[config.mk]
export PLATFORM = sky130hd
export DESIGN_NAME = id_ex_operand_stage
export DESIGN_NICKNAME = d
export VERILOG_FILES = /design/src/rtl/id_ex_operand_stage_pkg.sv /design/src/rtl/id_ex_operand_stage_bypass_mux.sv /design/src/rtl/id_ex_operand_stage.sv
export SDC_FILE = /design/constraint.sdc
export NUM_CORES = 1
export LEC_CHECK = 0
export BUFFER_PORTS_ARGS = -buffer_cell sky130_fd_sc_hd__buf_4
export CAP_MARGIN = 25
export CORE_AREA = 8 8 165 167
export CTS_CLUSTER_SIZE = 8
export DETAILED_ROUTE_END_ITERATION = 10
export DIE_AREA = 0 0 173 175
export PLACE_DENSITY = 0.66
export SETUP_SLACK_MARGIN = 0.1
export SLEW_MARGIN = 20
export SYNTH_ARGS = -nofsm -noshare
export SYNTH_HDL_FRONTEND = slang
export SYNTH_SLANG_ARGS = --single-unit
[constraint.sdc]
create_clock -name clk -period 2.4 [get_ports clk]
set_clock_uncertainty 0.05 [all_clocks]
set_input_delay 0.36 -clock clk [delete_from_list [all_inputs] [get_ports clk]]
set_output_delay 0.36 -clock clk [all_outputs]
set_load 0.01 [all_outputs]
[src/rtl/id_ex_operand_stage_pkg.sv]
// rtl/id_ex_operand_stage_pkg.sv - shared constants and bypass-select encoding for the ID/EX operand stage
package id_ex_operand_stage_pkg;

  localparam logic [4:0] REG_ZERO       = 5'd0;
  localparam int         CTRL_W_DEFAULT = 16;

  // Which source fed an operand; kept visible for waveform debug.
  typedef enum logic [1:0] {
    SEL_RF  = 2'd0,
    SEL_WB  = 2'd1,
    SEL_MEM = 2'd2,
    SEL_EX  = 2'd3
  } bypass_sel_e;

endpackage

[src/rtl/id_ex_operand_stage_bypass_mux.sv]
// rtl/id_ex_operand_stage_bypass_mux.sv - per-operand bypass selection, EX over MEM over WB over register file
module operand_bypass_mux
  import id_ex_operand_stage_pkg::*;
(
  input  logic [4:0]  src_i,
  input  logic [31:0] rf_data_i,
  input  logic        ex_en_i,
  input  logic [4:0]  ex_reg_i,
  input  logic [31:0] ex_data_i,
  input  logic        mem_en_i,
  input  logic [4:0]  mem_reg_i,
  input  logic [31:0] mem_data_i,
  input  logic        wb_en_i,
  input  logic [4:0]  wb_reg_i,
  input  logic [31:0] wb_data_i,
  output logic [31:0] data_o,
  output bypass_sel_e sel_o
);

  always_comb begin
    sel_o  = SEL_RF;
    data_o = rf_data_i;
    // r0 is hardwired to zero, so no forwarding source may claim it.
    if (src_i == REG_ZERO) begin
      data_o = '0;
    end else if (ex_en_i && (ex_reg_i == src_i)) begin
      sel_o  = SEL_EX;
      data_o = ex_data_i;
    end else if (mem_en_i && (mem_reg_i == src_i)) begin
      sel_o  = SEL_MEM;
      data_o = mem_data_i;
    end else if (wb_en_i && (wb_reg_i == src_i)) begin
      sel_o  = SEL_WB;
      data_o = wb_data_i;
    end
  end

endmodule

[src/rtl/id_ex_operand_stage.sv]
// rtl/id_ex_operand_stage.sv - ID/EX pipeline register with operand bypass, load-use stall and bubble counter
module id_ex_operand_stage
  import id_ex_operand_stage_pkg::*;
#(
  parameter int CTRL_W = CTRL_W_DEFAULT,
  parameter int CNT_W  = 16
) (
  input  logic              clk,
  input  logic              rst,
  input  logic              en,
  input  logic              flush,
  input  logic              hold,
  input  logic              id_valid,
  input  logic [31:0]       id_pc,
  input  logic [CTRL_W-1:0] id_ctrl,
  input  logic [31:0]       id_imm,
  input  logic [4:0]        id_rs,
  input  logic [4:0]        id_rt,
  input  logic              id_uses_rs,
  input  logic              id_uses_rt,
  input  logic [4:0]        id_dst,
  input  logic              id_reg_w_en,
  input  logic              id_is_load,
  input  logic [31:0]       rf_data_a,
  input  logic [31:0]       rf_data_b,
  input  logic [31:0]       ex_fwd_data,
  input  logic              mem_fwd_w_en,
  input  logic [4:0]        mem_fwd_reg,
  input  logic [31:0]       mem_fwd_data,
  input  logic              wb_w_en,
  input  logic [4:0]        wb_req_w,
  input  logic [31:0]       wb_data_w,
  output logic              id_stall,
  output logic              ex_valid,
  output logic [31:0]       ex_pc,
  output logic [CTRL_W-1:0] ex_ctrl,
  output logic [31:0]       ex_imm,
  output logic [31:0]       ex_op_a,
  output logic [31:0]       ex_op_b,
  output logic [4:0]        ex_dst,
  output logic              ex_reg_w_en,
  output logic              ex_is_load,
  output logic [CNT_W-1:0]  bubble_cnt
);

  logic              ex_valid_q,    ex_valid_d;
  logic [31:0]       ex_pc_q,       ex_pc_d;
  logic [CTRL_W-1:0] ex_ctrl_q,     ex_ctrl_d;
  logic [31:0]       ex_imm_q,      ex_imm_d;
  logic [31:0]       ex_op_a_q,     ex_op_a_d;
  logic [31:0]       ex_op_b_q,     ex_op_b_d;
  logic [4:0]        ex_dst_q,      ex_dst_d;
  logic              ex_reg_w_en_q, ex_reg_w_en_d;
  logic              ex_is_load_q,  ex_is_load_d;
  logic [CNT_W-1:0]  bubble_cnt_q,  bubble_cnt_d;

  logic        ex_fwd_en;
  logic [31:0] op_a, op_b;
  bypass_sel_e sel_a, sel_b;
  logic        lu;

  // Load results are not ready in EX; they reach ID only via MEM/WB.
  assign ex_fwd_en = ex_valid_q & ex_reg_w_en_q & ~ex_is_load_q;

  operand_bypass_mux u_bypass_a (
    .src_i      (id_rs),
    .rf_data_i  (rf_data_a),
    .ex_en_i    (ex_fwd_en),
    .ex_reg_i   (ex_dst_q),
    .ex_data_i  (ex_fwd_data),
    .mem_en_i   (mem_fwd_w_en),
    .mem_reg_i  (mem_fwd_reg),
    .mem_data_i (mem_fwd_data),
    .wb_en_i    (wb_w_en),
    .wb_reg_i   (wb_req_w),
    .wb_data_i  (wb_data_w),
    .data_o     (op_a),
    .sel_o      (sel_a)
  );

  operand_bypass_mux u_bypass_b (
    .src_i      (id_rt),
    .rf_data_i  (rf_data_b),
    .ex_en_i    (ex_fwd_en),
    .ex_reg_i   (ex_dst_q),
    .ex_data_i  (ex_fwd_data),
    .mem_en_i   (mem_fwd_w_en),
    .mem_reg_i  (mem_fwd_reg),
    .mem_data_i (mem_fwd_data),
    .wb_en_i    (wb_w_en),
    .wb_reg_i   (wb_req_w),
    .wb_data_i  (wb_data_w),
    .data_o     (op_b),
    .sel_o      (sel_b)
  );

  assign lu = ex_valid_q & ex_is_load_q & (ex_dst_q != REG_ZERO) & id_valid &
              ((id_uses_rs & (id_rs == ex_dst_q)) | (id_uses_rt & (id_rt == ex_dst_q)));

  // Under hold the upstream already freezes, so the stall is only raised when we bubble.
  assign id_stall = en & ~flush & ~hold & lu;

  always_comb begin
    ex_valid_d    = ex_valid_q;
    ex_pc_d       = ex_pc_q;
    ex_ctrl_d     = ex_ctrl_q;
    ex_imm_d      = ex_imm_q;
    ex_op_a_d     = ex_op_a_q;
    ex_op_b_d     = ex_op_b_q;
    ex_dst_d      = ex_dst_q;
    ex_reg_w_en_d = ex_reg_w_en_q;
    ex_is_load_d  = ex_is_load_q;
    bubble_cnt_d  = bubble_cnt_q;
    if (flush) begin
      ex_valid_d    = 1'b0;
      ex_reg_w_en_d = 1'b0;
      ex_is_load_d  = 1'b0;
    end else if (hold) begin
      ex_valid_d    = ex_valid_q;
    end else if (lu) begin
      ex_valid_d    = 1'b0;
      ex_reg_w_en_d = 1'b0;
      ex_is_load_d  = 1'b0;
      if (bubble_cnt_q != {CNT_W{1'b1}}) begin
        bubble_cnt_d = bubble_cnt_q + 1'b1;
      end
    end else begin
      ex_valid_d    = id_valid;
      ex_pc_d       = id_pc;
      ex_ctrl_d     = id_ctrl;
      ex_imm_d      = id_imm;
      ex_op_a_d     = op_a;
      ex_op_b_d     = op_b;
      ex_dst_d      = id_dst;
      ex_reg_w_en_d = id_valid & id_reg_w_en;
      ex_is_load_d  = id_valid & id_is_load;
    end
  end

  always_ff @(posedge clk) begin
    if (rst) begin
      ex_valid_q    <= 1'b0;
      ex_pc_q       <= '0;
      ex_ctrl_q     <= '0;
      ex_imm_q      <= '0;
      ex_op_a_q     <= '0;
      ex_op_b_q     <= '0;
      ex_dst_q      <= '0;
      ex_reg_w_en_q <= 1'b0;
      ex_is_load_q  <= 1'b0;
      bubble_cnt_q  <= '0;
    end else if (en) begin
      ex_valid_q    <= ex_valid_d;
      ex_pc_q       <= ex_pc_d;
      ex_ctrl_q     <= ex_ctrl_d;
      ex_imm_q      <= ex_imm_d;
      ex_op_a_q     <= ex_op_a_d;
      ex_op_b_q     <= ex_op_b_d;
      ex_dst_q      <= ex_dst_d;
      ex_reg_w_en_q <= ex_reg_w_en_d;
      ex_is_load_q  <= ex_is_load_d;
      bubble_cnt_q  <= bubble_cnt_d;
    end
  end

  // Debug select codes must always agree with the data they claim to have picked.
  always_ff @(posedge clk) begin
    if (!rst) begin
      assert ((sel_a != SEL_EX) || (op_a == ex_fwd_data));
      assert ((sel_b != SEL_EX) || (op_b == ex_fwd_data));
    end
  end

  assign ex_valid    = ex_valid_q;
  assign ex_pc       = ex_pc_q;
  assign ex_ctrl     = ex_ctrl_q;
  assign ex_imm      = ex_imm_q;
  assign ex_op_a     = ex_op_a_q;
  assign ex_op_b     = ex_op_b_q;
  assign ex_dst      = ex_dst_q;
  assign ex_reg_w_en = ex_reg_w_en_q;
  assign ex_is_load  = ex_is_load_q;
  assign bubble_cnt  = bubble_cnt_q;

endmodule

==> PnR_summary.wiki, run 1 <==
{| class="wikitable"
! Metric !! Value
|-
| Top library cells by usage in the layout, fill and taps aside || buf_4, nand2_1, dfxtp_1
|-
| Row count || 58
|-
| # port buffers || 445
|-
| Cell leakage power || 5.371 nW
|-
| WL per Instance || 21.88 µm
|-
| Overall die height || 175 µm
|-
| Power Total || 0.006900 W
|-
| Setup-failing EPs final || 0
|-
| Top_reg_cell synth || dfxtp_1
|-
| Area added between synthesis and finish || 54.15%
|-
| Aggregate negative setup slack || 0 ps
|-
| IR Drop Worst-Case VDD || 0.0004270 V
|-
| Detail-routed via count per cell || 5.527
|-
| Number of remaining DRC errors || 0
|-
| Clk root buf || clkbuf_16
|-
| Routability congestion estimate || 0.8459
|-
| Critical path cell sequence || xor2_1, nor3_2, a32o_2, buf_6, and2_4, buf_4
|-
| Fmax || 0.4509 GHz
|-
| Ratio of final minimum period to clock period || 92.40%
|-
| Data required, critical path || 1990 ps
|-
| Power density cells || 553.3 nW/µm²
|-
| Overall routing resource usage || 22.99%
|-
| Transition at the pin with the smallest max-transition slack || 498.2 ps
|-
| Dpl hpwl || 27340 µm
|-
| Starting Density || 32.78%
|-
| Number of levels in the clock H-tree || 4
|-
| Top-Level Pins || 446
|-
| CTS max path bufs || 2
|-
| Crit path max-delay cell type || dfxtp_4
|-
| Largest fanout on the critical path || 5
|-
| GR Overflow Total || 0
|-
| Critical path buffer and inverter count || 2
|-
| Clk sinks || 168
|-
| Kind of path behind the tightest hold check || primary input to register
|-
| Share of layout cells above drive strength 1 || 38.67%
|-
| Most common cell after layout, fill and taps aside || buf_4
|-
| FF+latch count, synth || 168
|-
| Shortest clock period the worst path allows after layout || 2218 ps
|-
| Unrepaired setup endpoints after global routing || no
|-
| Critical Path End Type || primary output
|-
| Number of standard cells after synthesis || 952
|-
| Worst stage delay on the critical path || 370 ps
|-
| CP startpoint kind || register
|-
| Distinct cells, synth || 41
|-
| Post-detailed-routing wire length || 37270 µm
|-
| Avg Inst Size Synth || 8.497 µm²
|-
| Internal power || 0.004949 W
|-
| Count of nets left with antenna violations after detail routing || 0
|-
| Vias || 9413
|-
| Initial antenna violation count || 0
|-
| Area of the die || 30280 µm²
|-
| Maxcap violations || 0
|-
| Die Wd || 173 µm
|-
| Number of detailed-route iterations in the first pass || 5
|-
| First-pass GRT wire length || 55720 µm
|-
| CTS tree || done
|-
| Switching power || 0.001951 W
|-
| Placeable Area || 24670 µm²
|-
| Combinational share of power || 16.3%
|-
| Share of synthesized registers carrying an async set or reset || 0%
|-
| Worst-Skew Late Latency || 430 ps
|-
| Cts-stage hold buffer count || 0
|-
| Remaining max-slew budget at the tightest pin || 66.79%
|-
| Violation count after the first detailed-route iteration || 1020
|-
| Crit path max-delay family || flip-flops
|-
| Run status || finished clean
|-
| Total count of hold-check failures in the final report || 0
|-
| Sequential cell fraction of total power || 42.4%
|-
| Inserted Diodes || 0
|-
| Pin count of the biggest net entering global routing || 86
|-
| Mapped Nets || 1230
|-
| Clock group share of total power || 41.3%
|-
| Post-synthesis sequential area ratio || 41.58%
|-
| Crit Path Category || register to primary output
|-
| Fill cell total of the finished layout || 2357
|-
| Sw Ratio || 28.27%
|-
| Via count of the first global-routing pass || 9386
|-
| Final number of max-transition violations || 0
|-
| Post-synth EDFFs || 0
|-
| Clock-pin slew of the registers on the worst-case setup and hold paths || 80 ps
|-
| YS warnings || 0
|-
| Mapped Area || 8089 µm²
|-
| Number of buffers added by the clock tree synthesis step || 17
|-
| Critical path data arrival time || 1810 ps
|-
| Net total in the final layout || 1638
|}
==> through the flow <==
step	hold slack, ps	worst slack [ps]	instance area, µm²	util (%)	cells
after CTS	87.52	106.6	12390	50.21	1696
final	110.1	182.3	12470	50.54	1703
after global placement	391.7	21.56	11770	47.70	1663
after floorplan	430.5	458.3	8089	-	952
after global routing	86.17	102.7	12470	50.54	1703
after detailed placement	396.6	18.44	11770	47.70	1663
==> cell type report <==
class	instances	area (µm²)	area share [%]
clock buffer	18	439.2	3.522
inverter	1	3.754	0.03010
multi-input combinational	692	4279	34.32
sequential	168	3372	27.04
clock inverter	14	167.7	1.345
timing repair buffer	480	3795	30.43
tap	330	412.9	3.311
==> flip-flops by register name, indices dropped and copies added, names as in the netlist <==
name / cells
ex_op_b: 32
ex_pc: 32
ex_ctrl: 16
ex_dst: 5
ex_reg_w_en: 1
ex_imm: 32
ex_valid: 1
bubble_cnt: 16
ex_is_load: 1
ex_op_a: 32
==> repair_timing <==
action,in CTS,in global routing
hold endpoints to repair,0,0
gates cloned,0,1
setup buffers,1,6
pin swaps,1,4
resized for setup,4,9
endpoints found under the setup margin,1,49
==> per-layer routing <==
layer  wire (µm)  GRT usage [%]  up-vias  part of all wire (%)
li1            -              -     4326                     -
met4        1302          9.486        0                   3.5
met5           0              0        -                     0
met3        3746          8.051       83                    10
met1       14850          27.14     4447                    40
met2       17370          37.57      557                    47
==> logic make-up (layout without fill, tap and decap cells) <==
family,Yosys count,in the layout,synth area share [%]
DFF,168,168,41.58
and+or+nand+nor,283,283,16.10
AOI/OAI and AO/OA,372,372,32.50
xor gates and xnor gates,35,35,3.790
buffers and inverters,92,513,5.754
muxes,1,1,0.1237
adders and majority gates,1,1,0.1547
==> final timing paths <==
kind,slack (ps),startpoint,endpoint,cells past startpoint
worst max register to register,260,ex_dst[4],bubble_cnt[10],8
worst max-delay path,180,ex_dst[4],id_stall,6
worst min-delay path,110,id_is_load,ex_is_load,2
worst min register to register,400,ex_imm[29],ex_imm[29],2
==> Yosys cell counts, drive strengths merged, types with 13 or more instances <==
cell type,count,share of area (%)
dfxtp,168,42
nand2,177,8.3
a2bb2oi,64,6.9
o21ai,71,4.4
nor2,13,0.63
clkbuf,57,2.6
buf,34,3.1
nand3,18,1.2
o2bb2ai,64,6.9
xor2,21,2.3
a21oi,99,6.2
a221oi,64,6.9
xnor2,14,1.5
and2,34,2.6
==> power groups by stage <==
stage,clock network (W),logic [W],registers [W]
finish,0.00285,0.00113,0.00292
global route,0.00305,0.00120,0.00293
CTS,0.00292,0.00112,0.00292
detailed placement,0,0.00112,0.00299
global placement,0,0.00111,0.00299
floorplan,0,0.000423,0.00302
Power figures use the tool's default switching activity.
==> run 2: changes to the inputs <==
Settings changed: CTS_CLUSTER_DIAMETER set to 150, REMOVE_ABC_BUFFERS set to 1.
==> run 2 against run 1 <==
Effect of this change: hold slack lost 7.6 ps; first-iteration DRC count decreased by 1.8%; via count is essentially flat; core utilization is 0.11 points lower; sequential share of layout area rose by 0.060 points; combinational power about the same; flip-flop and latch count is the same; critical path depth unchanged; maximum frequency fell by 0.55%; worst setup slack worse by 12 ps; critical path type unchanged.
==> PnR_summary.wiki, run 2 (synthesized netlist as in run 1, its figures left out) <==
{| class="wikitable"
! Metric !! Value
|-
| Run status || finished clean
|-
| Shortest clock period the worst path allows after layout || 2230 ps (+12.29 ps)
|-
| Maxcap violations || 0 (unchanged)
|-
| Dpl hpwl || 26540 µm (-2.9%)
|-
| Reg-to-reg slack, setup || 230 ps (-30 ps)
|-
| Violation count after the first detailed-route iteration || 1002 (-1.8%)
|-
| Power density cells || 555.5 nW/µm² (+0.40%)
|-
| Clock-pin slew of the registers on the worst-case setup and hold paths || 80 ps (about the same)
|-
| Clk root buf || clkbuf_16
|-
| CTS max path bufs || 2 (unchanged)
|-
| Placeable Area || 24670 µm² (unchanged)
|-
| CTS tree || done
|-
| Reg2reg path depth || 8 (unchanged)
|-
| Area added between synthesis and finish || 53.81%
|-
| Pin count of the biggest net entering global routing || 86 (unchanged)
|-
| Die Wd || 173 µm (unchanged)
|-
| Post-route non-filler standard cell count || 1701 (-0.12%)
|-
| Starting Density || 32.78% (unchanged)
|-
| Via count of the first global-routing pass || 9560 (+1.9%)
|-
| Net total in the final layout || 1632 (-0.37%)
|-
| WL per Instance || 22.02 µm (+0.63%)
|-
| Row count || 58 (unchanged)
|-
| Aggregate negative setup slack || 0 ps (unchanged)
|-
| Top-Level Pins || 446 (unchanged)
|-
| Number of remaining DRC errors || 0 (unchanged)
|-
| Crit path max-delay cell type || dfxtp_4
|-
| Crit path max-delay family || flip-flops
|-
| Number of levels in the clock H-tree || 4 (unchanged)
|-
| Most common cell after layout, fill and taps aside || buf_4
|-
| Fmax || 0.4484 GHz (-0.55%)
|-
| Sink of the worst hold path || ex_is_load
|-
| First-pass GRT wire length || 56150 µm (+0.76%)
|-
| Fill cell total of the finished layout || 2409 (+2.2%)
|-
| Share of layout cells above drive strength 1 || 38.33% (-0.34 points)
|-
| Ratio of final minimum period to clock period || 92.92% (+0.51 points)
|-
| Vias || 9420 (+0.074%)
|-
| Overall routing resource usage || 23.31% (+0.32 points)
|-
| Cell leakage power || 5.340 nW (-0.57%)
|-
| Post-detailed-routing wire length || 37460 µm (+0.51%)
|-
| Data required, critical path || 1990 ps (about the same)
|-
| Critical path cell sequence || xor2_1, nor3_2, a32o_2, buf_6, and2_1, buf_4
|-
| Crit Path Category || register to primary output
|-
| Number of detailed-route iterations in the first pass || 5 (unchanged)
|-
| Routability congestion estimate || 0.8611 (+1.8%)
|-
| Total count of hold-check failures in the final report || 0 (unchanged)
|-
| Fin util || 50.43% (-0.11 points)
|-
| Remaining max-slew budget at the tightest pin || 57.34% (-9.4 points)
|-
| Count of nets left with antenna violations after detail routing || 0 (unchanged)
|-
| # port buffers || 445 (unchanged)
|-
| Final number of max-transition violations || 0 (unchanged)
|-
| Largest fanout on the critical path || 6 (+1)
|-
| Reg2Reg Launch Point || ex_dst[0]
|-
| Kind of path behind the tightest hold check || primary input to register
|-
| Number of buffers added by the clock tree synthesis step || 17 (unchanged)
|-
| Top library cells by usage in the layout, fill and taps aside || buf_4, nand2_1, dfxtp_1
|-
| Setup-failing EPs final || 0 (unchanged)
|-
| Initial antenna violation count || 4 (+4)
|-
| GR Overflow Total || 0 (unchanged)
|-
| Cts-stage hold buffer count || 0 (unchanged)
|-
| Overall die height || 175 µm (unchanged)
|-
| Clk sinks || 168 (unchanged)
|-
| Cells after DPL || 1663 (unchanged)
|-
| Detail-routed via count per cell || 5.538 (+0.19%)
|-
| CP startpoint kind || register
|-
| Critical path buffer and inverter count || 2 (unchanged)
|-
| Worst stage delay on the critical path || 380 ps (about the same)
|-
| Hold Crit Depth || 2 (unchanged)
|-
| Worst-Skew Late Latency || 430 ps (about the same)
|-
| Critical Path End Type || primary output
|-
| Critical path data arrival time || 1820 ps (about the same)
|-
| Transition at the pin with the smallest max-transition slack || 639.9 ps (+141.7 ps)
|-
| Origin of the worst min-delay path || id_is_load
|-
| R2R Path End || ex_ctrl[11]
|-
| IR Drop Worst-Case VDD || 0.0003390 V (-21%)
|-
| Area of the die || 30280 µm² (unchanged)
|-
| Unrepaired setup endpoints after global routing || yes
|}
run 2: layer usage:
| metal | GRT usage (%) | vias up | wire, µm |
|---|---|---|---|
| li1 | - | 4326 | - |
| met1 | 26.81 | 4469 | 14550 |
| met2 | 38.52 | 561 | 17900 |
| met3 | 8.245 | 64 | 3975 |
| met4 | 10.49 | 0 | 1032 |
| met5 | 0 | - | 0 |
run 2: worst max path at each step:
| stage | start | to | slack, ps | depth (start not counted) |
|---|---|---|---|---|
| 3_3_place_gp | id_rt[3] | bubble_cnt[14] | 210 | 8 |
| 2_1_floorplan | ex_dst[3] | ex_op_a[0] | -1040 | 6 |
| 4_1_cts | ex_dst[1] | id_stall | 120 | 6 |
| 5_1_grt | ex_dst[4] | id_stall | 70 | 6 |
| 3_5_place_dp | id_rt[3] | bubble_cnt[10] | 140 | 8 |
| 6_report | ex_dst[4] | id_stall | 170 | 6 |
run 2: cell type report:
type	count	area [µm²]	share of cell area (%)
clock buffers	18	439.2	3.530
flip-flops and latches	168	3372	27.10
diodes	4	10.01	0.08045
clock inverters	14	177.7	1.428
repair buffers	474	3750	30.14
multi-input cells	692	4277	34.37
inverters	1	3.754	0.03017
well taps	330	412.9	3.319
run 2: timing repair:
action	in CTS	in global routing
setup buffers	1	0
gates resized for setup	4	8
pin swaps	1	3
gates cloned	0	1
endpoints found under the setup margin	1	63
run 2: per-stage QoR:
step	area, µm²	setup slack (ps)	total power [W]	hold slack (ps)
finish	12440	170.0	0.006912	102.5
global route	12440	69.05	0.007205	86.36
CTS	12400	119.6	0.006986	71.62
detailed placement	11770	139.2	0.004099	396.8
global placement	11770	207.3	0.004085	391.8
floorplan	7627	-1044	0.003382	379.1
run 2: where the power goes:
part,switching [W],leakage (nW),internal [W]
clock network,0.00143,0.297,0.00144
registers,0.0000524,1.37,0.00287
logic,0.000491,3.68,0.000622
total,0.00197,5.34,0.00494
run 2: worst reg2reg max path, cell delays in order (launching register included):
cell and delay, ps:
dfxtp_2 410, xor2_1 190, nor3_2 80, a32o_2 290, buf_4 160, a21boi_4 320, clkbuf_16 320, nand2_1 120
a21oi_1 130
==> run 3: changes to the inputs <==
Settings changed: ABC_AREA set to 1, CORE_AREA 8 8 165 167 to 8 8 167 169, DIE_AREA 0 0 173 175 to 0 0 175 177, PLACE_DENSITY 0.66 to 0.74.
==> run 3 against run 2 <==
Effect of this change: routed wire length up 13%; cell count up 49%; synthesized cell count up 86%; synthesized area up 26%; register-to-register slack better by 70 ps; hold slack better by 21 ps; largest power group unchanged.
==> PnR_summary.wiki, run 3 <==
{| class="wikitable"
! Metric !! Value
|-
| Post-detailed-routing wire length || 42320 µm (+13%)
|-
| Die Wd || 175 µm (+1.2%)
|-
| Post-synth EDFFs || 0 (unchanged)
|-
| Number of standard cells after synthesis || 1774 (+86%)
|-
| Count of nets left with antenna violations after detail routing || 0 (unchanged)
|-
| Reg-to-reg slack, setup || 300 ps (+70 ps)
|-
| Ratio of final minimum period to clock period || 89.51% (-3.4 points)
|-
| Top post-synthesis cells by count || nor2_1, nand2_1, inv_1
|-
| Pre-CTS setup slack || 226.3 ps (+87.14 ps)
|-
| Number of remaining DRC errors || 0 (unchanged)
|-
| YS warnings || 0 (unchanged)
|-
| Transition at the pin with the smallest max-transition slack || 846.6 ps (+206.7 ps)
|-
| CTS max path bufs || 2 (unchanged)
|-
| Yosys top cell area share || 33.04% (-8.5 points)
|-
| Number of detailed-route iterations in the first pass || 5 (unchanged)
|-
| Critical Path End Type || primary output
|-
| Starting Density || 39.97% (+7.2 points)
|-
| Detail-routed via count per cell || 4.911 (-11%)
|-
| Mapped Area || 10180 µm² (+26%)
|-
| FF+latch count, synth || 168 (unchanged)
|-
| Worst path setup slack after routing || 251.8 ps (+81.81 ps)
|-
| Area added between synthesis and finish || 43.87%
|-
| Top library cells by usage in the layout, fill and taps aside || nor2_1, buf_4, nand2_1
|-
| Hold Crit Depth || 3 (+1)
|-
| Overall routing resource usage || 25.86% (+2.5 points)
|-
| Kind of path behind the tightest hold check || primary input to register
|-
| Setup-failing EPs final || 0 (unchanged)
|-
| Worst-Skew Late Latency || 420 ps (about the same)
|-
| Clk root buf || clkbuf_16
|-
| Remaining max-slew budget at the tightest pin || 43.56% (-14 points)
|-
| Overall die height || 177 µm (+1.1%)
|-
| WL per Instance || 16.69 µm (-24%)
|-
| Aggregate negative setup slack || 0 ps (unchanged)
|-
| Critical path data arrival time || 1740 ps (-80 ps)
|-
| GR Overflow Total || 0 (unchanged)
|-
| Unrepaired setup endpoints after global routing || yes
|-
| Critical path cell sequence || inv_1, nand2_1, nand2_1, nor2_1, nand4_1, nand2_2, nand3_1, inv_1, buf_4
|-
| Crit Path Category || register to primary output
|-
| Top_reg_cell synth || dfxtp_1
|-
| Multi-input gate area || 5371 µm² (+26%)
|-
| Post-synthesis sequential area ratio || 33.04% (-8.5 points)
|-
| Number of levels in the clock H-tree || 4 (unchanged)
|-
| R2R Path End || bubble_cnt[1]
|-
| Top-Level Pins || 446 (unchanged)
|-
| Shortest clock period the worst path allows after layout || 2148 ps (-81.81 ps)
|-
| Total non-filler cell area in the finished layout || 14650 µm² (+18%)
|-
| Initial antenna violation count || 5 (+1)
|-
| Sink of the worst hold path || ex_imm[4]
|-
| Reg2reg path depth || 10 (+2)
|-
| Routability congestion estimate || 0.9485 (+10%)
|-
| Fill cell total of the finished layout || 2587 (+7.4%)
|-
| Cts-stage hold buffer count || 0 (unchanged)
|-
| Row count || 59 (+1.7%)
|-
| Maxcap violations || 0 (unchanged)
|-
| Origin of the worst min-delay path || id_imm[4]
|-
| Share of layout cells above drive strength 1 || 26.68% (-12 points)
|-
| Dpl hpwl || 31740 µm (+20%)
|-
| Violation count after the first detailed-route iteration || 1112 (+11%)
|-
| Cell leakage power || 7.633 nW (+43%)
|-
| Placement Cell Area || 13960 µm² (+19%)
|-
| Net total in the final layout || 2461 (+51%)
|-
| Power density cells || 501.5 nW/µm² (-9.7%)
|-
| Combined flip-flop and latch cell area || 3368 µm² (-0.11%)
|-
| Total count of hold-check failures in the final report || 0 (unchanged)
|-
| Cell type contributing the most total cell area after synthesis || dfxtp_1
|-
| Via count of the first global-routing pass || 11780 (+23%)
|-
| Data required, critical path || 1990 ps (about the same)
|-
| Pin count of the biggest net entering global routing || 72 (-16%)
|-
| Clk sinks || 168 (unchanged)
|-
| Run status || finished clean
|-
| Fmax || 0.4655 GHz (+3.8%)
|-
| # port buffers || 445 (unchanged)
|-
| Area of the die || 30980 µm² (+2.3%)
|-
| Crit path max-delay family || simple AND/OR/NAND/NOR gates
|-
| Distinct cells, synth || 28 (-32%)
|-
| Worst stage delay on the critical path || 400 ps (+20 ps)
|-
| First-pass GRT wire length || 64370 µm (+15%)
|-
| Clock-pin slew of the registers on the worst-case setup and hold paths || 90 ps (about the same)
|-
| Avg Inst Size Synth || 5.738 µm² (-32%)
|-
| Dominant cell by count in the synthesized netlist || nor2_1
|-
| Number of buffers added by the clock tree synthesis step || 17 (unchanged)
|-
| CTS tree || done
|-
| Share of synthesized registers carrying an async set or reset || 0% (unchanged)
|-
| Critical path buffer and inverter count || 3 (+1)
|-
| Final number of max-transition violations || 0 (unchanged)
|-
| Placeable Area || 25470 µm² (+3.2%)
|-
| Reg2Reg Launch Point || bubble_cnt[1]
|-
| Crit path max-delay cell type || dfxtp_2
|-
| Vias || 12450 (+32%)
|-
| Largest fanout on the critical path || 4 (-2)
|-
| IR Drop Worst-Case VDD || 0.0003694 V (+9.0%)
|-
| Top cells by area, synth || dfxtp_1, nor2_1, nand2_1
|-
| Most common cell after layout, fill and taps aside || nor2_1
|-
| CP startpoint kind || register
|}
run 3: cell count changes after synthesis, sizes merged, moves of 12 or more:
cell	delta
nor2	+585
inv	+265
nand2	+154
a21oi	-81
nand3	+76
nand4	+69
a221oi	-64
a2bb2oi	-64
o2bb2ai	-64
o21ai	+36
and2	-34
xor2	-16
buf	+12
run 3: routing by layer:
layer	routed length [µm]	track usage [%]	vias to the layer above
met5	0	0	-
met4	2093	14.45	0
met3	3541	7.211	121
met2	19820	41.44	597
met1	16860	30.94	5527
li1	-	-	6204
run 3: final cells by class:
cell class | count | area share (%)
clock inverter | 15 | 1.324
inverter | 266 | 6.835
antenna | 4 | 0.06835
tap | 335 | 2.862
clock buffer | 17 | 2.905
timing repair buffer | 487 | 26.33
multi-input combinational | 1243 | 36.68
sequential | 168 | 23.00
run 3: cells by family after synthesis:
kind of cell	count (synthesis)	share of synthesized area, %
adder cells (fa/ha/maj)	1	0.1229
buffers and inverters	363	14.44
flip-flops	168	33.04
AO/OA/AOI/OAI	126	6.207
XOR/XNOR	9	0.7743
AND/OR/NAND/NOR	1107	45.42
run 3: metrics by stage:
stage | hold WS, ps | power, W | utilization (%) | cells
6_report | 123.5 | 0.007344 | 57.50 | 2535
5_1_grt | 111.3 | 0.007680 | 57.50 | 2535
4_1_cts | 102.4 | 0.007386 | 57.27 | 2530
3_5_place_dp | 421.6 | 0.004519 | 54.80 | 2497
3_3_place_gp | 414.2 | 0.004504 | 54.80 | 2497
2_1_floorplan | 379.1 | 0.003668 | - | 1677
run 3: how the worst max path moves through the flow:
stage / to / cells past startpoint / startpoint
after floorplan: ex_op_a[31] / 11 / id_rs[0]
after global placement: ex_op_a[14] / 12 / id_rs[0]
after detailed placement: ex_op_a[16] / 13 / id_rs[0]
after CTS: id_stall / 7 / ex_dst[4]
after global routing: id_stall / 9 / ex_dst[3]
final: id_stall / 9 / ex_dst[3]
run 3: repair_timing:
action                                  4_1_cts  5_1_grt
setup buffers                                 1        0
gates resized for setup                       2        6
pin swaps                                     1        0
gates cloned                                  0        1
endpoints found under the setup margin        1       24
run 3: power breakdown:
group | leakage, nW | internal (W) | total (W) | switching, W
clock network | 0.297 | 0.00143 | 0.00287 | 0.00144
registers | 1.37 | 0.00290 | 0.00297 | 0.0000712
logic | 5.97 | 0.000699 | 0.00150 | 0.000804
run 3: worst reg2reg max path: cells and delay by family (launching register included):
kind / cells / cell delay [ps]
buffers and inverters: 1 / 160
AND/OR/NAND/NOR: 7 / 940
adder cells (fa/ha/maj): 1 / 240
AO/OA/AOI/OAI: 1 / 180
flip-flops: 1 / 420
